**config.mk**
```make
export PLATFORM = sky130hd
export DESIGN_NAME = spike_rate_monitor
export DESIGN_NICKNAME = d
export VERILOG_FILES = /design/src/rtl/spike_mon_pkg.sv /design/src/rtl/spike_chan_counter.sv /design/src/rtl/spike_rate_monitor.sv
export SDC_FILE = /design/constraint.sdc
export NUM_CORES = 1
export LEC_CHECK = 0
export BUFFER_PORTS_ARGS = -buffer_cell sky130_fd_sc_hd__buf_2
export CAP_MARGIN = 5
export CORE_UTILIZATION = 45
export DETAILED_ROUTE_END_ITERATION = 16
export PLACE_DENSITY = 0.71
export RECOVER_POWER = 25
export SETUP_SLACK_MARGIN = 0.3
export SYNTH_ARGS = -nofsm -noshare
export SYNTH_HDL_FRONTEND = slang
export SYNTH_SLANG_ARGS = --single-unit
```
**constraint.sdc**
```tcl
create_clock -name clk -period 1.92 [get_ports clk]
set_input_delay 0.096 -clock clk [delete_from_list [all_inputs] [get_ports clk]]
set_output_delay 0.096 -clock clk [all_outputs]
set_load 0.02 [all_outputs]
```
**src/rtl/spike_mon_pkg.sv**
```systemverilog
// Shared state encoding, default widths and saturating-increment helper for the spike rate monitor.
// Latency: none (declarations only). Optional edge counting is selected by SPIKE_MON_EDGE_EN.
// Backpressure: none.
package spike_mon_pkg;

  typedef enum logic {
    ST_IDLE  = 1'b0,
    ST_COUNT = 1'b1
  } state_t;

  localparam int DEF_CNT_W = 8;
  localparam int DEF_WIN_W = 16;

  // Callers zero-extend their counter to 32 bits and pass their own ceiling.
  function automatic logic [31:0] sat_inc(input logic [31:0] val,
                                          input logic [31:0] max_val,
                                          input logic        inc);
    sat_inc = (inc && (val < max_val)) ? val + 32'd1 : val;
  endfunction

endpackage

```
**src/rtl/spike_chan_counter.sv**
```systemverilog
// One channel: saturating spike accumulator, sticky overflow, and snapshot taken on window close.
// Latency: snapshot/overflow update on the close edge. SPIKE_MON_EDGE_EN counts rising edges only.
// Backpressure: none; a spike is sampled every cycle clear is low.
module spike_chan_counter
  import spike_mon_pkg::*;
#(
  parameter int CNT_W = DEF_CNT_W
) (
  input  logic             clk,
  input  logic             rst_n,
  input  logic             clear,
  input  logic             close,
  input  logic             spike,
  output logic [CNT_W-1:0] snapshot,
  output logic             overflow
);

  localparam logic [CNT_W-1:0] CNT_MAX = '1;

  logic [CNT_W-1:0] acc;
  logic [CNT_W-1:0] acc_nxt;
  logic             ovf_acc;
  logic             hit;
  logic             ovf_hit;

`ifdef SPIKE_MON_EDGE_EN
  logic spike_prev;

  // Tracks the raw level across window boundaries so a held spike never recounts.
  always_ff @(posedge clk or negedge rst_n) begin
    if (!rst_n) begin
      spike_prev <= 1'b0;
    end else if (clear) begin
      spike_prev <= 1'b0;
    end else begin
      spike_prev <= spike;
    end
  end

  assign hit = spike & ~spike_prev;
`else
  assign hit = spike;
`endif

  assign acc_nxt = CNT_W'(sat_inc(32'(acc), 32'(CNT_MAX), hit));
  assign ovf_hit = hit && (acc == CNT_MAX);

  always_ff @(posedge clk or negedge rst_n) begin
    if (!rst_n) begin
      acc      <= '0;
      ovf_acc  <= 1'b0;
      snapshot <= '0;
      overflow <= 1'b0;
    end else if (clear) begin
      acc     <= '0;
      ovf_acc <= 1'b0;
    end else if (close) begin
      snapshot <= acc_nxt;
      overflow <= ovf_acc | ovf_hit;
      acc      <= '0;
      ovf_acc  <= 1'b0;
    end else begin
      acc     <= acc_nxt;
      ovf_acc <= ovf_acc | ovf_hit;
    end
  end

endmodule

```
**src/rtl/spike_rate_monitor.sv**
```systemverilog
// Per-channel spike counts over back-to-back programmable windows; one snapshot muxed to count_out.
// Latency: snapshot, window_done, overflow visible the cycle after close. Macro: SPIKE_MON_EDGE_EN.
// Backpressure: none; inputs sampled every cycle in COUNT, count_out combinational on ch_sel.
module spike_rate_monitor
  import spike_mon_pkg::*;
#(
  parameter int NUM_CH = 4,
  parameter int CNT_W  = DEF_CNT_W,
  parameter int WIN_W  = DEF_WIN_W,
  parameter int SEL_W  = 2
) (
  input  logic              clk,
  input  logic              rst_n,
  input  logic              enable,
  input  logic [NUM_CH-1:0] spikes,
  input  logic [WIN_W-1:0]  win_len,
  input  logic [SEL_W-1:0]  ch_sel,
  output logic [CNT_W-1:0]  count_out,
  output logic              count_valid,
  output logic              window_done,
  output logic [NUM_CH-1:0] overflow
);

  state_t           state;
  logic [WIN_W-1:0] wcnt;
  logic [WIN_W-1:0] wcnt_load;
  logic             clear;
  logic             close;
  logic [CNT_W-1:0] snap [NUM_CH];

  // A zero length behaves as a one-sample window.
  assign wcnt_load = (win_len == '0) ? '0 : win_len - WIN_W'(1);
  assign clear     = (state == ST_IDLE);
  assign close     = (state == ST_COUNT) && (wcnt == '0);

  always_ff @(posedge clk or negedge rst_n) begin
    if (!rst_n) begin
      state       <= ST_IDLE;
      wcnt        <= '0;
      window_done <= 1'b0;
      count_valid <= 1'b0;
    end else begin
      window_done <= 1'b0;
      case (state)
        ST_IDLE: begin
          if (enable) begin
            state <= ST_COUNT;
            wcnt  <= wcnt_load;
          end
        end
        ST_COUNT: begin
          if (close) begin
            window_done <= 1'b1;
            count_valid <= 1'b1;
            wcnt        <= wcnt_load;
          end else begin
            wcnt <= wcnt - WIN_W'(1);
          end
          // A close on the same edge still snapshots; validity restarts on IDLE entry.
          if (!enable) begin
            state       <= ST_IDLE;
            count_valid <= 1'b0;
          end
        end
        default: state <= ST_IDLE;
      endcase
    end
  end

  for (genvar i = 0; i < NUM_CH; i++) begin : g_ch
    spike_chan_counter #(
      .CNT_W(CNT_W)
    ) u_cnt (
      .clk      (clk),
      .rst_n    (rst_n),
      .clear    (clear),
      .close    (close),
      .spike    (spikes[i]),
      .snapshot (snap[i]),
      .overflow (overflow[i])
    );
  end

  always_comb begin
    count_out = '0;
    if (32'(ch_sel) < NUM_CH) begin
      count_out = snap[ch_sel];
    end
  end

endmodule

```
* Word level (Yosys, flattened, before mapping)
Index checks and enable logic that the tools add are counted.
** Word-level totals
- Output and inout bits :: 14
- Register bits :: 91
- Logic and storage cells :: 88
- Bits of input ports :: 25
** Operators by class
- Equal/unequal tests :: 6
- Add/sub/neg operators :: 6
- Bitwise operators :: 6
- Reductions and logical operators :: 13
- Muxes and demuxes :: 32
- $lt $le $gt $ge :: 5
** Operator list (count)
- $mux 8 :: 14
- $mux 16 :: 3
- $add 8x1->8 const B :: 4
- $eq 8x8->1 const B :: 4
- $logic_not 16->1 :: 2
- $lt 8x8->1 const B :: 4
- $pmux 16 s2 :: 1
- $sub 16x1->16 const B :: 2
- $bmux 8 s2 :: 1
- $mux 1 :: 13
- $logic_and 1x1->1 :: 9
- $or 1x1->1 :: 4
- $reduce_and 2->1 :: 2
- $ge 3x3->1 const B :: 1
- $not 2->3 :: 1
- $ne 2x1->1 const B :: 1
- $ne 2x2->1 const B :: 1
- $not 1->1 :: 1

* Longest topological paths before layout
- Word-level depth :: 5
- Mapped depth :: 8
- Depth with buffers taken out :: 7

* By module
A second synthesis with hierarchy kept.
** Unflattened totals
- Cell total of the unflattened synthesis :: 514
- Area total of the unflattened synthesis :: 4898.4 um^2
** Modules (own cells, without submodules)
- spike_chan_counter :: cells each 85, area each 829.5 um^2, times used 4, seq. area each 450.4 um^2
- spike_rate_monitor :: cells each 174, area each 1580.3 um^2, times used 1, seq. area each 475.5 um^2

* Worst setup path before layout
No wires, ideal clock.
- Kind :: register to register
- Start point :: register wcnt[0]
- End point :: register wcnt[10]
- Library setup time :: 0.132 ns
- Data arrival time :: 1.626 ns
- Clock period less this slack :: 1.758 ns
- Data required time :: 1.788 ns
- Buffers on the path :: 0
- Cell stages (with the launch flop) :: 8
- Path slack :: 0.162 ns
- Path through :: dfrtp_1 -> inv_1 -> ha_1 -> nor3b_2 -> nand2_1 -> o311a_1 -> a221oi_1 -> o21ai_1
** Between the ends
- Cells in the longest elaborated chain, start to end :: 4
- Elaborated cells between the ends (all ways) :: 5
- Those cells by class :: 1 x add/sub; 2 x mux; 2 x reduce/logical
** Ends and longest elaborated chain
- start: declaration :: RTL line spike_rate_monitor.sv:25 : logic [WIN_W-1:0] wcnt;
- start signal: assignment :: RTL line spike_rate_monitor.sv:48 : wcnt <= wcnt_load;
- start signal: assignment :: RTL line spike_rate_monitor.sv:55 : wcnt <= wcnt_load;
- start signal: assignment :: RTL line spike_rate_monitor.sv:57 : wcnt <= wcnt - WIN_W'(1);
- parallel branches: the longest is 2 deep, another holds $sub 16x1->16
- $mux 16 (*) :: RTL line spike_rate_monitor.sv:52 : if (close) begin
- $pmux 16 s2 (*) :: RTL line spike_rate_monitor.sv:44 : case (state)
Every way passes the cells marked *.
A chain may end at the register's enable or synchronous reset.

* Final worst setup path
- Start point :: register wcnt[0]
- End point :: register wcnt[11]
Same word-level chain as after synthesis.

==> impl_metrics.py <==
metrics = {
    "outcome": {
        "status": "finished clean",
    },
    "clocking": {
        "worstSkewPairLatency_ps": 360,
        "clkTransAtPathRegs_ps": 90,
        "h-tree-depth": 3,
        "clk_path_buf_depth": 2,
        "cts_buffers": 9,
        "cts_root_buffer": "clkbuf_8",
        "cts_tree": "yes",
        "cts_sinks": 91,
    },
    "synth": {
        "synthArstFlopShare_pct": 100,
        "ys.flop_type": "dfrtp_1",
        "synth_largest_area_cell": "dfrtp_1",
        "synth_top_family_by_area": "simple AND/OR/NAND/NOR gates",
        "muxShareOfSynthArea_pct": 5.35,
        "ys_top_cells_by_area": "dfrtp_1, o21ai_0, nand2_1",
        "synth-xor-area-share_pct": 5.41,
        "syn_nets": 505,
        "ys_seq_area_share_pct": 48.5,
        "syn_area_um2": 4700,
        "synth-seq-cells": 91,
        "yosysUniqueCellTypes": 61,
        "ys_warn_count": 0,
        "synth_compound_area_share_pct": 14.1,
        "synthAdderAreaFrac_pct": 1.86,
        "synth_top_area_share_pct": 48.5,
        "synth_edf_count": 0,
        "netlist_instances": 473,
        "avgSynthCellArea_um2": 9.93,
        "yosys.area_share.simple_pct": 21.2,
    },
    "pwr": {
        "max-vdd-ir-drop_uv": 395,
        "leakage_nw": 2.66,
        "power_density_nw_per_um2": 690,
    },
    "die": {
        "die_y_um": 104,
        "num_rows": 36,
        "core_area_um2": 9950,
        "die_area_um2": 10900,
        "start_util_pct": 47.2,
        "ioPinCount": 39,
        "die_w_um": 104,
    },
    "timing": {
        "fmaxAchievable_mhz": 541,
        "fin_crit_sh_pct": 96.2,
        "period_needed_ps": 1850,
        "rsz0062_at_grt": "yes",
        "fin_tns_setup_ps": 0,
        "slew_headroom_pct": 21.1,
        "worst_hold_slack_ps": 44.3,
        "finalClockSkew_ps": 11.2,
        "finalHoldViolCount": 0,
        "tightest_slew_ps": 1180,
        "slew_violations": 0,
        "setup_viol": 0,
        "worst_slack_ps": 72.3,
    },
    "job": {
        "maxCapViolations": 0,
    },
    "detailed_routing": {
        "totalWireLength_mm": 13.1,
        "vias": 4155,
        "drt-initial-drc-count": 236,
        "drt-vias-per-instance": 5.96,
        "firstDrtPassIters": 5,
        "wire_per_inst_um": 18.8,
        "ant_nets": 0,
        "drc_errors": 0,
    },
    "place": {
        "place_area_um2": 5150,
        "dp_hpwl_mm": 7.33,
        "place_congestion": 0.841,
        "portBuffers": 38,
        "dp.cells": 640,
        "dp_slack_ps": -49.1,
    },
    "hold_path": {
        "hp-start": "win_len[11]",
        "min_to": "wcnt[11]$_DFFE_PN0P_",
        "hold_class": "in -> reg",
        "holdPathStages": 3,
    },
    "global_route": {
        "gr-total-overflow": 0,
        "grt_pass1_vias": 4048,
        "grt_start_max_net_pins": 44,
        "antenna_found_initial": 0,
        "gr-usage-all-layers_pct": 24.4,
        "grt_pass1_wl_mm": 20.5,
    },
    "critical_path": {
        "critPathLaunch": "wcnt[0]$_DFFE_PN0P_",
        "r2r-end": "wcnt[11]$_DFFE_PN0P_",
        "critPathKind": "reg -> reg",
        "path_max_fanout": 4,
        "cp-end-kind": "flop",
        "crit_arrival_ps": 2100,
        "critPathLaunchType": "flop",
        "reg2regPathDepth": 6,
        "required_ps": 2170,
        "r2r_slack_ps": 70,
        "crit-reg2reg-launch": "wcnt[0]$_DFFE_PN0P_",
    },
    "layout": {
        "layout.nets": 591,
        "layout-drive-gt1-share_pct": 30.9,
        "nFillCells": 768,
        "antenna_cells": 0,
        "syn2layout_area_growth_pct": 30.3,
        "layoutNonFillerInstCount": 697,
        "stdcell_area_um2": 6120,
    },
}
-- state kept, by name, summed over array words and instances (netlist names) --
signal and flops:
g_ch.u_cnt.acc 32, g_ch.u_cnt.snapshot 32, wcnt 16, g_ch.u_cnt.overflow 4, g_ch.u_cnt.ovf_acc 4, count_valid 1, state 1, window_done 1
-- worst max-delay path, cell delays in order (launching register included) --
cell and delay (ps):
dfrtp_1 410, buf_6 130, nor4_4 400, nand3_4 150
o311a_1 370, a221oi_2 180, o21ai_1 90
-- cell type report --
cell class / instances / area, um2 / share of cell area, %
clock buffers: 11 / 141 / 2.31
repair buffers: 98 / 921 / 15.0
inverters: 10 / 37.5 / 0.613
well taps: 133 / 166 / 2.72
multi-input cells: 349 / 2520 / 41.1
flip-flops and latches: 91 / 2280 / 37.2
clock inverters: 5 / 60.1 / 0.981
-- worst max-delay path by stage --
stage,end,cells after the start
6_report,wcnt[11]$_DFFE_PN0P_,6
5_1_grt,wcnt[13]$_DFFE_PN0P_,6
4_1_cts,wcnt[15]$_DFFE_PN0P_,6
3_5_place_dp,wcnt[12]$_DFFE_PN0P_,6
3_3_place_gp,wcnt[12]$_DFFE_PN0P_,6
2_1_floorplan,wcnt[11]$_DFFE_PN0P_,5
-- synth_stat cells, types with 8 or more instances --
| master | number |
|---|---|
| clkbuf_1 | 12 |
| dfrtp_1 | 91 |
| inv_1 | 10 |
| mux4_2 | 8 |
| nand2_1 | 62 |
| nand3_1 | 12 |
| nand4_1 | 11 |
| nor2_1 | 54 |
| nor3_1 | 12 |
| o21ai_0 | 49 |
| xnor2_1 | 9 |
| xor2_1 | 20 |
-- cells in the final DEF, fill, tap and decap left out, types with 3 or more instances in the layout --
cell type / n
dlygate4sd3_1: 3
inv_1: 8
nand2_2: 6
buf_16: 9
nand4_1: 11
o21ai_1: 25
nand3_4: 5
buf_2: 36
buf_4: 37
and4_1: 3
clkbuf_8: 10
a21oi_1: 4
nand3b_1: 6
a31oi_1: 5
mux2i_1: 5
o311a_1: 5
nand3_1: 11
o221ai_2: 5
and3_1: 5
dfrtp_1: 89
or3_1: 3
o21ai_0: 29
buf_6: 5
nor4_2: 3
nand2_1: 55
ha_1: 4
a221oi_2: 4
xnor2_1: 9
nor3_1: 10
mux4_2: 8
buf_12: 6
nor3_4: 3
nand2b_1: 3
nor2_1: 53
xor2_1: 20
-- kinds of logic (layout without fill, tap and decap cells) --
group / after synthesis / after routing
buffers and inverters: 35 / 124
flip-flops: 91 / 91
adder cells (fa/ha/maj): 7 / 7
multiplexers: 15 / 15
XOR/XNOR: 29 / 29
AND/OR/NAND/NOR: 196 / 197
AO/OA/AOI/OAI: 100 / 101
-- report_power, final --
| group | switching (mW) | internal [mW] |
|---|---|---|
| combinational | 0.399 | 0.358 |
| sequential | 0.112 | 2.00 |
| clock | 0.710 | 0.646 |
| total | 1.22 | 3.01 |
-- routing by layer --
| layer | up-vias | part of all wire (%) | global-route usage (%) |
|---|---|---|---|
| met4 | 0 | 3.1 | 11.9 |
| li1 | 1879 | - | - |
| met3 | 36 | 6.9 | 4.89 |
| met1 | 2054 | 40 | 31.4 |
| met5 | - | 0 | 0 |
| met2 | 186 | 50 | 39.3 |
-- through the flow --
stage	power [mW]	utilization, %
6_report	4.23	61.5
5_1_grt	4.40	61.5
2_1_floorplan	2.46	-
3_5_place_dp	2.70	51.7
4_1_cts	4.14	59.9
3_3_place_gp	2.68	51.7
-- what timing repair did --
item,in CTS,in global routing
resized for setup,55,27
endpoints found under the setup margin,88,90
hold endpoints to repair,44,0
pin swaps,16,9
hold buffers,3,0
gates cloned,10,1
setup buffers,22,5
Power figures use the tool's default switching activity.
